==> src/rtl/ifetch_queue.sv <==
// ifetch_queue: decoupled instruction fetch front end.
// Owns the fetch PC, issues credit-limited requests to instruction memory,
// buffers in-order responses in a DEPTH-entry queue for decode, and flushes
// wrong-path work (including in-flight responses) on a resolved redirect.
// Optional build macro IFETCH_QUEUE_PERF_EN adds perf_fetched, perf_dropped
// and perf_redirects event counters.
module ifetch_queue #(
  parameter int unsigned     XLEN     = 32,
  parameter logic [XLEN-1:0] RESET_PC = XLEN'(32'h0000_0000),
  parameter int unsigned     DEPTH    = 4
) (
  input  logic            clk,
  input  logic            reset,
  input  logic            redir_valid,
  input  logic            redir_sel,
  input  logic [XLEN-1:0] redir_pc,
  input  logic [XLEN-1:0] offset,
  input  logic [XLEN-1:0] alu,
  output logic            imem_req,
  output logic [XLEN-1:0] imem_addr,
  input  logic            imem_gnt,
  input  logic            imem_rvalid,
  input  logic [XLEN-1:0] imem_rdata,
  output logic            if_valid,
  input  logic            if_ready,
  output logic [XLEN-1:0] if_pc,
  output logic [XLEN-1:0] if_pc4,
`ifdef IFETCH_QUEUE_PERF_EN
  output logic [31:0]     perf_fetched,
  output logic [31:0]     perf_dropped,
  output logic [31:0]     perf_redirects,
`endif
  output logic [XLEN-1:0] if_instr
);

  localparam int unsigned AW = $clog2(DEPTH);
  localparam int unsigned CW = AW + 1;
  localparam int unsigned SW = CW + 1;

  logic [XLEN-1:0] fetch_pc;
  logic [XLEN-1:0] resp_pc;
  logic [XLEN-1:0] q_pc    [DEPTH];
  logic [XLEN-1:0] q_instr [DEPTH];
  logic [AW-1:0]   rd_ptr;
  logic [AW-1:0]   wr_ptr;
  logic [CW-1:0]   count;
  logic [CW-1:0]   outstanding;
  logic [CW-1:0]   drop_cnt;

  logic [XLEN-1:0] target;
  logic [CW-1:0]   outstanding_nxt;
  logic            credit_ok;
  logic            grant;
  logic            dropping;
  logic            push;
  logic            pop;

  // Redirect target; low two bits are cleared so fetch stays word aligned.
  always_comb begin
    target      = redir_sel ? alu : redir_pc + offset;
    target[1:0] = 2'b00;
  end

  // Handshake decode: credits cover both queued and in-flight instructions,
  // so a response can never find the queue full.
  always_comb begin
    credit_ok       = (SW'({1'b0, count}) + SW'({1'b0, outstanding})) < SW'(DEPTH);
    imem_req        = reset && !redir_valid && credit_ok && (drop_cnt == '0);
    imem_addr       = fetch_pc;
    grant           = imem_req && imem_gnt;
    dropping        = imem_rvalid && (redir_valid || (drop_cnt != '0));
    push            = imem_rvalid && !dropping;
    if_valid        = (count != '0) && !redir_valid;
    pop             = if_valid && if_ready;
    outstanding_nxt = outstanding + CW'(grant) - CW'(imem_rvalid);
    if_pc           = q_pc[rd_ptr];
    if_instr        = q_instr[rd_ptr];
    if_pc4          = q_pc[rd_ptr] + XLEN'(4);
  end

  // PC tracking and request/response bookkeeping.
  always_ff @(posedge clk or negedge reset) begin
    if (!reset) begin
      fetch_pc    <= RESET_PC;
      resp_pc     <= RESET_PC;
      outstanding <= '0;
      drop_cnt    <= '0;
    end else begin
      outstanding <= outstanding_nxt;
      if (redir_valid) begin
        fetch_pc <= target;
        resp_pc  <= target;
        drop_cnt <= outstanding_nxt;
      end else begin
        if (grant) begin
          fetch_pc <= fetch_pc + XLEN'(4);
        end
        if (push) begin
          resp_pc <= resp_pc + XLEN'(4);
        end
        if (imem_rvalid && (drop_cnt != '0)) begin
          drop_cnt <= drop_cnt - CW'(1);
        end
      end
    end
  end

  // Queue pointers and occupancy; a redirect empties the queue.
  always_ff @(posedge clk or negedge reset) begin
    if (!reset) begin
      rd_ptr <= '0;
      wr_ptr <= '0;
      count  <= '0;
    end else if (redir_valid) begin
      rd_ptr <= '0;
      wr_ptr <= '0;
      count  <= '0;
    end else begin
      if (push) begin
        wr_ptr <= wr_ptr + AW'(1);
      end
      if (pop) begin
        rd_ptr <= rd_ptr + AW'(1);
      end
      count <= count + CW'(push) - CW'(pop);
    end
  end

  // Queue storage; entries reset so the idle head reads RESET_PC / 0.
  always_ff @(posedge clk or negedge reset) begin
    if (!reset) begin
      for (int i = 0; i < int'(DEPTH); i++) begin
        q_pc[i]    <= RESET_PC;
        q_instr[i] <= '0;
      end
    end else if (push) begin
      q_pc[wr_ptr]    <= resp_pc;
      q_instr[wr_ptr] <= imem_rdata;
    end
  end

`ifdef IFETCH_QUEUE_PERF_EN
  // Event counters: pushed responses, discarded responses, redirect cycles.
  always_ff @(posedge clk or negedge reset) begin
    if (!reset) begin
      perf_fetched   <= '0;
      perf_dropped   <= '0;
      perf_redirects <= '0;
    end else begin
      perf_fetched   <= perf_fetched + 32'(push);
      perf_dropped   <= perf_dropped + 32'(dropping);
      perf_redirects <= perf_redirects + 32'(redir_valid);
    end
  end
`endif

endmodule

==> config.mk <==
export PLATFORM = sky130hd
export DESIGN_NAME = ifetch_queue
export DESIGN_NICKNAME = d
export VERILOG_FILES = /design/src/rtl/ifetch_queue.sv
export SDC_FILE = /design/constraint.sdc
export NUM_CORES = 1
export LEC_CHECK = 0
export BUFFER_PORTS_ARGS = -buffer_cell sky130_fd_sc_hd__buf_4
export CAP_MARGIN = 0
export CORE_MARGIN = 2
export CORE_UTILIZATION = 40
export CTS_BUF_LIST = sky130_fd_sc_hd__clkbuf_4
export CTS_CLUSTER_SIZE = 20
export DETAILED_ROUTE_END_ITERATION = 12
export PLACE_DENSITY = 0.62
export SLEW_MARGIN = 10
export SYNTH_ARGS = -nofsm -noshare
export SYNTH_HDL_FRONTEND = slang
export SYNTH_SLANG_ARGS = --single-unit
==> constraint.sdc <==
create_clock -name clk -period 2.5 [get_ports clk]
set_clock_uncertainty 0.15 [all_clocks]
set_input_delay 0.125 -clock clk [delete_from_list [all_inputs] [get_ports clk]]
set_output_delay 0.125 -clock clk [all_outputs]
set_load 0.02 [all_outputs]
# ---- Word level (Yosys, flattened, before mapping)
# Index checks and enable logic that the tools add are counted.
dict set report op_classes {
  add_sub_neg 12
  order_cmp 4
  muxes 22
  bitwise_logic 2
  n_reduce_logical 20
}
# cell count
set op_table {}
lappend op_table {{32-bit two-way mux} 10}
lappend op_table {{128-bit bitwise mux} 2}
lappend op_table {{32-bit binary-select mux with 2-bit select} 2}
lappend op_table {{32-bit by 3-bit adder with 32-bit output (second input constant)} 3}
lappend op_table {{32-bit demux with 2-bit select} 1}
lappend op_table {{32-bit adder} 1}
lappend op_table {{1-bit logical AND} 10}
lappend op_table {{3-bit two-way mux} 3}
lappend op_table {{2-bit two-way mux} 4}
lappend op_table {{2-bit nonzero test} 4}
lappend op_table {{3-bit by 1-bit adder with 3-bit output} 2}
lappend op_table {{3-bit greater-or-equal comparator (second input constant)} 2}
lappend op_table {{2-bit inverter with 3-bit output} 2}
lappend op_table {{3-bit nonzero test} 2}
lappend op_table {{3-bit by 1-bit subtractor with 3-bit output} 2}
lappend op_table {{2-bit by 1-bit adder with 2-bit output (second input constant)} 2}
lappend op_table {{3-bit by 3-bit adder with 4-bit output} 1}
lappend op_table {{4-bit by 3-bit less-than comparator with 1-bit output (second input constant)} 1}
lappend op_table {{3-bit zero test} 1}
lappend op_table {{3-bit by 1-bit less-than comparator with 1-bit output (second input constant)} 1}
lappend op_table {{3-bit by 1-bit subtractor with 3-bit output (second input constant)} 1}
lappend op_table {{1-bit zero test} 2}
lappend op_table {{1-bit logical OR} 1}
dict set report totals {
  ff_bits 333
  input_bits 135
  out_inout_bits 130
}

# ---- Longest topological paths before layout
dict set report depth {
  depth_word 8
  depth_mapped 14
  depth_no_buf 13
}

# ---- Worst setup path after synthesis
# OpenSTA, ideal clock, no wires.
dict set report synth_timing {
  kind {flip-flop to flip-flop}
  from {register count[1]}
  to {register drop_cnt[2]}
  setup_time_ps 135
  t_arrival_ps 2602
  required_ps 2215
  setup_slack_ps -387
  path_stages_with_launch 14
  path_buffers 1
  path_cell_list {dfrtp_1 -> ha_1 -> nor4b_1 -> and3_1 -> and2_1 -> buf_4 -> inv_4 -> ha_1 -> inv_1 -> ha_1 -> fa_1 -> xnor2_1 -> nand2_1 -> o21ai_0}
}
dict set report synth_between {
  elab_chain_cells 8
}
# item line
set synth_lines {}
lappend synth_lines {{start, declared} 46} ;# logic [CW-1:0] count;
lappend synth_lines {{start signal, assigned} 125} ;# count <= count + CW'(push) - CW'(pop);
lappend synth_lines {{3-bit by 3-bit adder with 4-bit output} 67} ;# credit_ok = (SW'({1'b0, count}) + SW'({1'b0, outstanding})) < SW'(DEPTH);
lappend synth_lines {{4-bit by 3-bit less-than comparator with 1-bit output} 67}
lappend synth_lines {{1-bit logical AND (2 in series)} 68} ;# imem_req = reset && !redir_valid && credit_ok && (drop_cnt == '0);
lappend synth_lines {{net imem_req} 19} ;# output logic imem_req,
lappend synth_lines {{1-bit logical AND} 70} ;# grant = imem_req && imem_gnt;
lappend synth_lines {{3-bit by 1-bit adder with 3-bit output} 75} ;# outstanding_nxt = outstanding + CW'(grant) - CW'(imem_rvalid);
lappend synth_lines {{3-bit by 1-bit subtractor with 3-bit output} 75}
lappend synth_lines {{net outstanding_nxt[2]} 51} ;# logic [CW-1:0] outstanding_nxt;
lappend synth_lines {{3-bit two-way mux} 90} ;# if (redir_valid) begin
lappend synth_lines {{end signal, assigned} 93} ;# drop_cnt <= outstanding_nxt;
lappend synth_lines {{end signal, assigned} 102} ;# drop_cnt <= drop_cnt - CW'(1);
lappend synth_lines {{end, declared} 48} ;# logic [CW-1:0] drop_cnt;
# The timed path passes the listed nets, and every way through them passes these cells.
# A chain may end at the register's enable or synchronous reset.

# ---- Worst setup path in the final report
dict set report layout_timing {
  from {register rd_ptr[0]}
  to {output port if_pc4[21]}
}
dict set report layout_between {
  elab_chain_cells 5
}
# item line
set layout_lines {}
lappend layout_lines {{start, declared} 44} ;# logic [AW-1:0] rd_ptr;
lappend layout_lines {{start signal, assigned} 123} ;# rd_ptr <= rd_ptr + AW'(1);
lappend layout_lines {{2-bit inverter with 3-bit output (implied by the code)} 78} ;# if_pc4 = q_pc[rd_ptr] + XLEN'(4);
lappend layout_lines {{32-bit binary-select mux with 2-bit select} 78}
lappend layout_lines {{32-bit two-way mux (implied by the code) (2 in series)} 78}
lappend layout_lines {{32-bit by 3-bit adder with 32-bit output} 78}
lappend layout_lines {{end, declared} 27} ;# output logic [XLEN-1:0] if_pc4,
# Every way passes these cells. The select of a mux whose other input is x is not followed.

==> impl_metrics.yaml <==
status:
  status: "complete, but fails checks"
  violations: "setup timing"
sta:
  post-route-min-period_ns: 3.42
  min_period_over_period_pct: 137
  grt_setup_unrepaired: "true"
  worstMarginPinSlew_ns: 0.945
  fmax_mhz: 293
  setup_viol: 91
  maxSlewViolCount: 0
  relSlewSlack_pct: 37.0
  finalSetupTns_ns: -34.06
  hold_violations: 0
  timing.hold.ws_ns: 0.0574
  setup_slack_ns: -0.918
synthesis:
  synthArstFlopShare_pct: 100
  netlist-cell-type-count: 78
  synth_common_cells: "321 x dfrtp_1, 241 x mux2_2, 90 x nand2_1"
  syn_inst: 1408
  synth_area_um2: 17200
  postSynthAreaPerCell_um2: 12.2
  synth_edf_count: 0
  synthTopCellsByArea: "dfrtp_1 47%, mux2_2 16%, mux4_2 8.0%, ha_1 3.3%, xnor2_1 2.5%"
  yosysMostFrequentCell: "dfrtp_1"
  synth_top_area_share_pct: 46.7
  synthFlopType: "dfrtp_1"
  synth_largest_area_cell: "dfrtp_1"
  yosys_warnings: 0
  ys_ff_latch: 321
  ys_seq_area_share_pct: 46.7
pwr:
  peakVddDrop_uv: 644
  p_leak_nw: 11.8
  power_per_cell_area_nw_per_um2: 898
  p_total_mw: 22.3
job:
  drv_cap: 0
hold_path:
  min_to: "q_instr[126]"
  min_path_type: "input port to register"
  worstHoldStart: "imem_rdata[30]"
  min_path_cells: 3
placed_design:
  portBuffers: 256
  dp_hpwl_mm: 34.4
  place_congestion: 0.863
  post-place-cells: 2314
grt:
  grt_pass1_wl_mm: 79.4
  grt_max_degree: 169
  grt_pass1_vias: 14832
  antenna_found_initial: 4
  grt_remaining_overflow: 0
  grt_usage_pct: 22.7
critical_path:
  cp_top_family: "simple AND/OR/NAND/NOR gates"
  cp_slowest_stage_delay_ns: 0.53
  crit_arrival_ns: 3.14
  critical_path_class: "register to output port"
  cp_max_fo: 6
  startpoint: "rd_ptr[0]"
  slowest_stage: "dfrtp_4"
  crit_required_ns: 2.23
  r2r_start: "count[2]"
  r2r_cells: 12
  critPathLaunchType: "register"
  cp.buffers_inverters: 3
  cp_cell_sequence: "buf_8 > buf_6 > mux4_2 > nand4_1 > nor2_2 > nand2_4 > nor2_1 > xor2_1 > buf_4"
  r2r_slack_ns: -0.09
  r2r_end: "drop_cnt[2]"
  crit_path_end_kind: "output port"
cts:
  cts_buffer_depth: 3
  clock-sinks: 321
  cts_made_buffers: 85
  cts_root_buf: "clkbuf_4"
  cts.reportedPaths.clkPinSlew_ns: 0.06
  clk-insertion-delay-late_ns: 0.79
  cts_tree: "built"
  htree_num_levels: 3
route:
  num_vias: 14169
  ant_nets: 0
  first_pass_iters: 5
  viasPerCell: 5.35
  avgRoutedWirePerCell_um: 19.5
  drtIter0Drc: 805
  wirelength_mm: 51.7
  route.detailed.drc: 0
floorplan:
  coreArea_um2: 42200
  initial_utilization_pct: 40.7
  num_io_pins: 265
  die_w_um: 211
  die-area_um2: 44700
  rows: 75
  die_h_um: 211
finish:
  layout-drive-gt1-share_pct: 49.0
  nFillCells: 3455
  layout.nets: 2227
  syn_to_final_growth_pct: 44.2
  finalNonFillerCells: 2646
  multi_input_area_um2: 9280
  regArea_um2: 8040
==> power by group <==
group / switching (mW) / internal (mW)
combinational: 5.01 / 5.78
clock: 2.26 / 2.35
sequential: 0.679 / 6.22
total: 7.94 / 14.3
==> worst max path at each step <==
stage,to,slack (ns),depth (start not counted)
floorplan,drop_cnt[2],-0.22,13
global placement,resp_pc[17],-0.37,10
detailed placement,imem_addr[17],-0.41,10
CTS,if_pc4[30],-1.00,10
global route,if_pc4[21],-1.09,9
finish,if_pc4[21],-0.92,9
==> metal layers <==
| layer | up-vias | global-route usage, % | share of wire (%) |
|---|---|---|---|
| li1 | 6519 | - | - |
| met2 | 387 | 37.6 | 49 |
| met3 | 116 | 4.81 | 5.0 |
| met1 | 7145 | 29.2 | 43 |
| met4 | 2 | 8.77 | 3.2 |
| met5 | - | 0 | 0.025 |
==> tightest hold or removal path, cell delays in order <==
cell and delay, ns:
dlygate4sd3_1 0.53, buf_4 0.12, mux2_2 0.13
==> layout make-up <==
class                   count  share of cell area, %
flip-flops and latches    321                   32.4
clock buffers             120                   3.63
inverters                  29                  0.479
clock inverters            27                  0.671
repair buffers            625                   22.7
multi-input cells         983                   37.4
well taps                 539                   2.72
diodes                      2                 0.0202
==> cells in the final DEF (no fill, tap or decap), types with 9 or more instances in the layout <==
cell	instances
nor2_1	43
buf_6	65
dfrtp_1	319
a21boi_0	24
a21o_1	16
buf_4	393
o211ai_1	14
o21ai_0	34
nand2_1	79
o22ai_1	9
xor2_1	42
mux4_2	62
xnor2_1	38
a21oi_1	49
xnor2_2	10
ha_1	37
inv_1	21
mux2_2	241
and3_1	17
clkbuf_4	120
nor3_1	10
o21a_1	11
dlygate4sd3_1	145
nand4_1	17
nand3_1	47
clkinv_1	15
==> registers in the layout, indices dropped and copies added (netlist names) <==
signal and count:
q_instr 128, q_pc 120, imem_addr 30, resp_pc 30
count 3, drop_cnt 3, outstanding 3, rd_ptr 2
wr_ptr 2
==> kinds of logic after synthesis <==
| group | after synthesis | synth area share, % |
|---|---|---|
| DFF | 321 | 46.7 |
| and+or+nand+nor | 308 | 9.29 |
| other | 1 | 0.0218 |
| adders and majority gates | 47 | 3.50 |
| muxes | 309 | 24.3 |
| buffers and inverters | 109 | 2.84 |
| xor gates and xnor gates | 96 | 4.89 |
| AOI/OAI and AO/OA | 217 | 8.52 |
==> through the flow <==
step                      util [%]  setup slack (ns)  instance area [um^2]
after floorplan                  -            -0.218                 17500
after global placement        50.3            -0.372                 21300
after CTS                     57.5             -1.00                 24300
final                         58.8            -0.918                 24800
after global routing          58.8             -1.09                 24800
after detailed placement      50.3            -0.413                 21300
==> timing repair <==
action                                 CTS  global route
pin swaps                               18            32
hold buffers                           148             2
endpoints found under the hold margin  312             4
setup endpoints to repair              100           183
setup buffers                           17            15
gates cloned                             2             5
resized for setup                       85            69
(Power assumes the default switching activity.)
